### config.mk
export PLATFORM = sky130hd
export DESIGN_NAME = if_fetch_unit
export DESIGN_NICKNAME = d
export VERILOG_FILES = /design/src/rtl/if_fetch_unit.sv
export SDC_FILE = /design/constraint.sdc
export NUM_CORES = 1
export LEC_CHECK = 0
export ABC_CLOCK_PERIOD_IN_PS = 8200
export BUFFER_PORTS_ARGS = -buffer_cell sky130_fd_sc_hd__buf_2
export CORE_MARGIN = 4
export CORE_UTILIZATION = 47
export CTS_CLUSTER_DIAMETER = 150
export DETAILED_ROUTE_END_ITERATION = 8
export PLACE_DENSITY = 0.83
export SYNTH_ARGS = -nofsm -noshare
export SYNTH_HDL_FRONTEND = slang
export SYNTH_SLANG_ARGS = --single-unit
### constraint.sdc
create_clock -name clk -period 8.2 [get_ports clk]
set_input_delay 2.05 -clock clk [delete_from_list [all_inputs] [get_ports clk]]
set_output_delay 2.05 -clock clk [all_outputs]
set_load 0.01 [all_outputs]
### src/rtl/if_fetch_unit.sv
// Instruction-fetch stage: owns the PC, requests the icache, predicts the next PC and feeds ID.
// Build option: define BTB_EN to include the direct-mapped BTB; otherwise the next PC is always pc+4.
module if_fetch_unit #(
    parameter int unsigned BTB_IDX_W = 6,
    parameter logic [31:0] RESET_PC  = 32'h0000_0000
) (
    input  logic        clk,
    input  logic        rst,
    input  logic        rdy,

    output logic        mem_req_o,
    output logic [31:0] mem_addr_o,
    input  logic        mem_ack_i,
    input  logic [31:0] mem_inst_i,

    output logic [31:0] pre_raddr_o,
    input  logic        pre_taken_i,

    input  logic        btb_we_i,
    input  logic [31:0] btb_waddr_i,
    input  logic [31:0] btb_target_i,

    input  logic        redirect_i,
    input  logic [31:0] redirect_pc_i,

    input  logic        stall_i,
    output logic        id_valid_o,
    output logic [31:0] id_pc_o,
    output logic [31:0] id_inst_o,
    output logic        id_pre_taken_o,
    output logic [31:0] id_pre_target_o
);

    localparam logic [0:0] FETCH   = 1'b0;
    localparam logic [0:0] WAIT_ID = 1'b1;

    logic [0:0]  state;
    logic [31:0] pc;
    logic [31:0] pc_plus4;
    logic [31:0] npc;
    logic        pred_taken;
    logic [31:0] pred_target;
    logic        slot_free;

    logic [31:0] skid_pc;
    logic [31:0] skid_inst;
    logic        skid_taken;
    logic [31:0] skid_target;

`ifdef BTB_EN
    localparam int unsigned ENTRIES = 1 << BTB_IDX_W;
    localparam int unsigned TAG_W   = 30 - BTB_IDX_W;

    logic [ENTRIES-1:0]   btb_valid;
    logic [TAG_W-1:0]     btb_tag [ENTRIES];
    logic [31:0]          btb_tgt [ENTRIES];
    logic [BTB_IDX_W-1:0] ridx;
    logic [BTB_IDX_W-1:0] widx;
    logic                 hit;
    logic                 unused_waddr_lsb;

    assign ridx             = pc[BTB_IDX_W+1:2];
    assign widx             = btb_waddr_i[BTB_IDX_W+1:2];
    assign unused_waddr_lsb = ^btb_waddr_i[1:0];

    always_comb begin
        hit         = btb_valid[ridx] && (btb_tag[ridx] == pc[31:BTB_IDX_W+2]);
        pred_taken  = hit & pre_taken_i;
        pred_target = btb_tgt[ridx];
    end

    // Only the valid bits need reset; tag/target contents are qualified by them.
    always_ff @(posedge clk or posedge rst) begin
        if (rst) begin
            btb_valid <= '0;
        end else if (rdy && btb_we_i) begin
            btb_valid[widx] <= 1'b1;
        end
    end

    always_ff @(posedge clk) begin
        if (rdy && btb_we_i) begin
            btb_tag[widx] <= btb_waddr_i[31:BTB_IDX_W+2];
            btb_tgt[widx] <= btb_target_i;
        end
    end
`else
    logic unused_btb;

    assign unused_btb = ^{btb_we_i, btb_waddr_i, btb_target_i, pre_taken_i};

    always_comb begin
        pred_taken  = 1'b0;
        pred_target = '0;
    end
`endif

    assign pc_plus4    = pc + 32'd4;
    assign npc         = pred_taken ? pred_target : pc_plus4;
    assign slot_free   = !id_valid_o || !stall_i;

    assign mem_req_o   = (state == FETCH);
    assign mem_addr_o  = pc;
    assign pre_raddr_o = pc;

    // The skid is full exactly when the FSM sits in WAIT_ID, so no separate skid valid bit.
    always_ff @(posedge clk or posedge rst) begin
        if (rst) begin
            pc              <= RESET_PC;
            state           <= FETCH;
            id_valid_o      <= 1'b0;
            id_pc_o         <= '0;
            id_inst_o       <= '0;
            id_pre_taken_o  <= 1'b0;
            id_pre_target_o <= '0;
            skid_pc         <= '0;
            skid_inst       <= '0;
            skid_taken      <= 1'b0;
            skid_target     <= '0;
        end else if (rdy) begin
            if (redirect_i) begin
                pc         <= {redirect_pc_i[31:2], 2'b00};
                state      <= FETCH;
                id_valid_o <= 1'b0;
            end else if (state == FETCH) begin
                if (mem_ack_i) begin
                    pc <= npc;
                    if (slot_free) begin
                        id_valid_o      <= 1'b1;
                        id_pc_o         <= pc;
                        id_inst_o       <= mem_inst_i;
                        id_pre_taken_o  <= pred_taken;
                        id_pre_target_o <= npc;
                    end else begin
                        skid_pc     <= pc;
                        skid_inst   <= mem_inst_i;
                        skid_taken  <= pred_taken;
                        skid_target <= npc;
                        state       <= WAIT_ID;
                    end
                end else if (!stall_i) begin
                    id_valid_o <= 1'b0;
                end
            end else if (!stall_i) begin
                id_valid_o      <= 1'b1;
                id_pc_o         <= skid_pc;
                id_inst_o       <= skid_inst;
                id_pre_taken_o  <= skid_taken;
                id_pre_target_o <= skid_target;
                state           <= FETCH;
            end
        end
    end

endmodule

==> key figures <==
Outcome
  • Status: finished clean

STA
  • Fin. Hold Viols: 0
  • Min Clock Period, post-route: around 4 ns
  • Share of the clock period used by the worst path after layout: about half
  • Setup-failing EPs final: 0
  • Headroom to the max-slew limit: between 40% and 50%
  • Final setup TNS: 0 ns
  • RSZ-0062 raised after global routing: no
  • Total count of max-transition violations in the final report: 0
  • Actual slew at the worst max-slew pin: just under 0.9 ns
  • Top achievable clock speed: 244 MHz
  • Worst clock skew: approximately 0.014 ns

Detailed routing
  • Count of antenna-violating nets left after detailed routing: 0
  • DR vias: between 8k and 9k
  • Vias/cell: 5.44
  • DR WL/cell: 17.5 um
  • WL final: between 20000 and 30000 um
  • Starting DRC count in detailed routing: ~660
  • Number of design rule violations left after detail routing: 0
  • Count of TritonRoute iterations in the first routing pass: 5

Cells and area
  • Multi-input gate area: 4330 sq um
  • Final Core Density: a little under three fifths
  • Fraction of final layout cells with drive strength greater than 1: between 20 and 25%
  • Layout Area Growth over Synthesis: 17.1%
  • Most common cell after layout, fill and taps aside: sky130_fd_sc_hd__nand2_1
  • Fillcell total: 1904
  • Sequential cell area: around 5400 sq um
  • Net count reported at finish: approximately 1.4k
  • Post-route cell area: around 12000 sq um
  • Most used cells in the layout excluding fill and tap cells: sky130_fd_sc_hd__nand2_1 (331), sky130_fd_sc_hd__buf_2 (221), sky130_fd_sc_hd__dfrtp_1 (215)

Setup path
  • Data required time of the worst path: roughly 8.6 ns
  • Worst EP arrival: 4.49 ns
  • Type of destination of the critical path: flip-flop
  • Critical path launch point type: input port
  • Worst-path maximum fanout: between 70 and 80
  • Critical Setup Path Class: in2reg

Place
  • Sum of net half-perimeters after detailed placement: 18200 um
  • # port buffers: 221
  • Total placed instance area: roughly 11000 sq um
  • RD Place Congestion: 0.842

Clock network
  • Post_cts resized: 0
  • Hold buffer count at cts: 0
  • Number of buffers inserted to repair setup after CTS: 0
  • Buffer depth of the longest clock path: 3
  • Clock input transition at the sequential cells of the worst setup and hold paths: roughly 0.060 ns
  • Clock insertion delay at the later pin of the skew report: 0.51 ns
  • Root Buffer Master: sky130_fd_sc_hd__clkbuf_16
  • CTS tree: yes
  • Number of buffers created by CTS: 24
  • Number of H-tree branching levels: 1
  • Number of clock sinks: 216

Synth
  • Count of cell types in the netlist: 56
  • Post-synthesis instance total: approximately 1.1k
  • Share of the synthesized area in the top cell type: roughly 52%
  • Ys Warns: 0
  • Flop and latch count out of synthesis: 216
  • Ys flop type: sky130_fd_sc_hd__dfrtp_1
  • Post-synth design cell area: about 10000 sq um
  • Ys async rst share: between 90% and 100%
  • Fraction of the yosys area taken by sequential cells: roughly 52%
  • Average footprint of a synthesized cell: around 9 sq um
  • Largest area contributor in the netlist: sky130_fd_sc_hd__dfrtp_1
  • Number of flops mapped to enable cells by yosys: 0
  • Top cells by area, synth: sky130_fd_sc_hd__dfrtp_1 (52%), sky130_fd_sc_hd__nand2_1 (12%), sky130_fd_sc_hd__mux2i_1 (7.2%)

Power and ir drop
  • Power density over the cells: between 200 and 300 nW/um^2
  • Leakage: slightly below 0.006 uW
  • Peak ir drop on the vdd network: 0.159 mV

Job
  • Max-cap violations: 0

Die
  • Die span in y: between 150 and 200 um
  • Width of the die: 157 um
  • Number of rows created at floorplan: 54
  • CORE AREA: 21800 sq um
  • Die ar.: about 24000 sq um
  • Starting Density: a little under half
  • Ports: between 200 and 300

Worst hold path
  • Type of the tightest min-delay check: reg2reg

Global route
  • Vias in the first global route: 8279
  • Total overflow reported by the global router: 0
  • Overall routing resource usage: between 20% and 30%
  • Antenna violations before repair: 5
  • First-pass GRT wire length: around 44000 um
  • Largest net degree at the start of global routing: between 80 and 90
==> state kept, by name, indices dropped and copies added (netlist names) <==
name and count:
id_inst_o 32, id_pc_o 30, id_pre_target_o 30, id_valid_o 1, mem_addr_o 30, skid_inst 32, skid_pc 30, skid_target 30
state 1
==> per-layer routing <==
| metal | vias up | part of all wire, % | global-route usage [%] |
|---|---|---|---|
| met5 | - | 0.084 | 0 |
| met4 | 4 | 3.0 | 7.81 |
| met3 | 56 | 7.5 | 3.84 |
| met2 | 335 | 49 | 36.3 |
| met1 | 4096 | 41 | 29.5 |
| li1 | 4028 | - | - |
==> cell families (layout without fill, tap and decap cells) <==
logic type | Yosys count | after routing | share of synthesized area [%]
simple gates | 459 | 459 | 19.9
flops | 216 | 216 | 52.1
buf+inv | 132 | 281 | 6.54
other cells | 1 | 12 | 0.0362
compound gates | 214 | 214 | 11.6
fa+ha+maj | 1 | 1 | 0.121
mux | 77 | 77 | 7.46
xor+xnor | 26 | 26 | 2.20
==> cell usage after synthesis, types with 12 or more instances <==
library cell	n
sky130_fd_sc_hd__and3_1	13
sky130_fd_sc_hd__o21ai_0	128
sky130_fd_sc_hd__clkbuf_1	53
sky130_fd_sc_hd__nor2_1	38
sky130_fd_sc_hd__mux2i_1	75
sky130_fd_sc_hd__buf_2	24
sky130_fd_sc_hd__a21oi_1	30
sky130_fd_sc_hd__buf_4	40
sky130_fd_sc_hd__xnor2_1	18
sky130_fd_sc_hd__o22ai_1	12
sky130_fd_sc_hd__dfrtp_1	216
sky130_fd_sc_hd__nand3_1	23
sky130_fd_sc_hd__nand2_1	331
==> final cells by class <==
type | instances | area share, %
flip-flops and latches | 216 | 44.5
multi-input cells | 786 | 35.7
repair buffers | 232 | 9.79
clock buffers | 33 | 5.65
well taps | 280 | 2.89
clock inverters | 11 | 1.19
inverters | 5 | 0.216
diodes | 3 | 0.0618
==> power by group <==
part | internal, uW | total (uW) | leakage (uW) | switching (uW)
Sequential | 1350 | 1590 | 0.00272 | 233
Clock | 682 | 1120 | 0.000408 | 439
Combinational | 321 | 772 | 0.00284 | 451
Total | 2360 | 3480 | 0.00597 | 1120
==> metrics by stage <==
step	instances	hold slack [ns]	setup WS, ns	total power (uW)
after global placement	1519	0.453	3.68	2330
final	1566	0.472	4.11	3480
after global routing	1566	0.492	3.89	3680
after floorplan	1134	0.440	0.242	2060
after CTS	1563	0.476	4.13	3510
after detailed placement	1519	0.463	3.65	2380
==> critical path: stages <==
cell	delay, ns
sky130_fd_sc_hd__buf_2	0.07
sky130_fd_sc_hd__buf_4	0.41
sky130_fd_sc_hd__nor2b_1	0.16
sky130_fd_sc_hd__o211ai_1	0.15
sky130_fd_sc_hd__buf_4	0.53
sky130_fd_sc_hd__buf_4	0.68
sky130_fd_sc_hd__nor3_1	0.11
sky130_fd_sc_hd__mux2i_1	0.19
sky130_fd_sc_hd__nand3_1	0.09
==> path summary, 6_finish.rpt <==
check / from / endpoint / slack [ns] / cells past startpoint
min in group asynchronous: rst / id_inst_o[30]$_DFFE_PP0P_ / 1.61 / 2
max in group asynchronous: rst / state$_DFFE_PP0P_ / 5.25 / 3
worst max-delay path: redirect_i / id_pre_target_o[16]$_DFFE_PP0P_ / 4.11 / 9
worst max register to register: state$_DFFE_PP0P_ / id_pre_target_o[16]$_DFFE_PP0P_ / 5.06 / 7
worst min register to register: id_pc_o[26]$_DFFE_PP0P_ / id_pc_o[26]$_DFFE_PP0P_ / 0.47 / 2
worst min-delay path: id_pc_o[26]$_DFFE_PP0P_ / id_pc_o[26]$_DFFE_PP0P_ / 0.47 / 2
No activity file was read; power rests on OpenSTA's default activity.
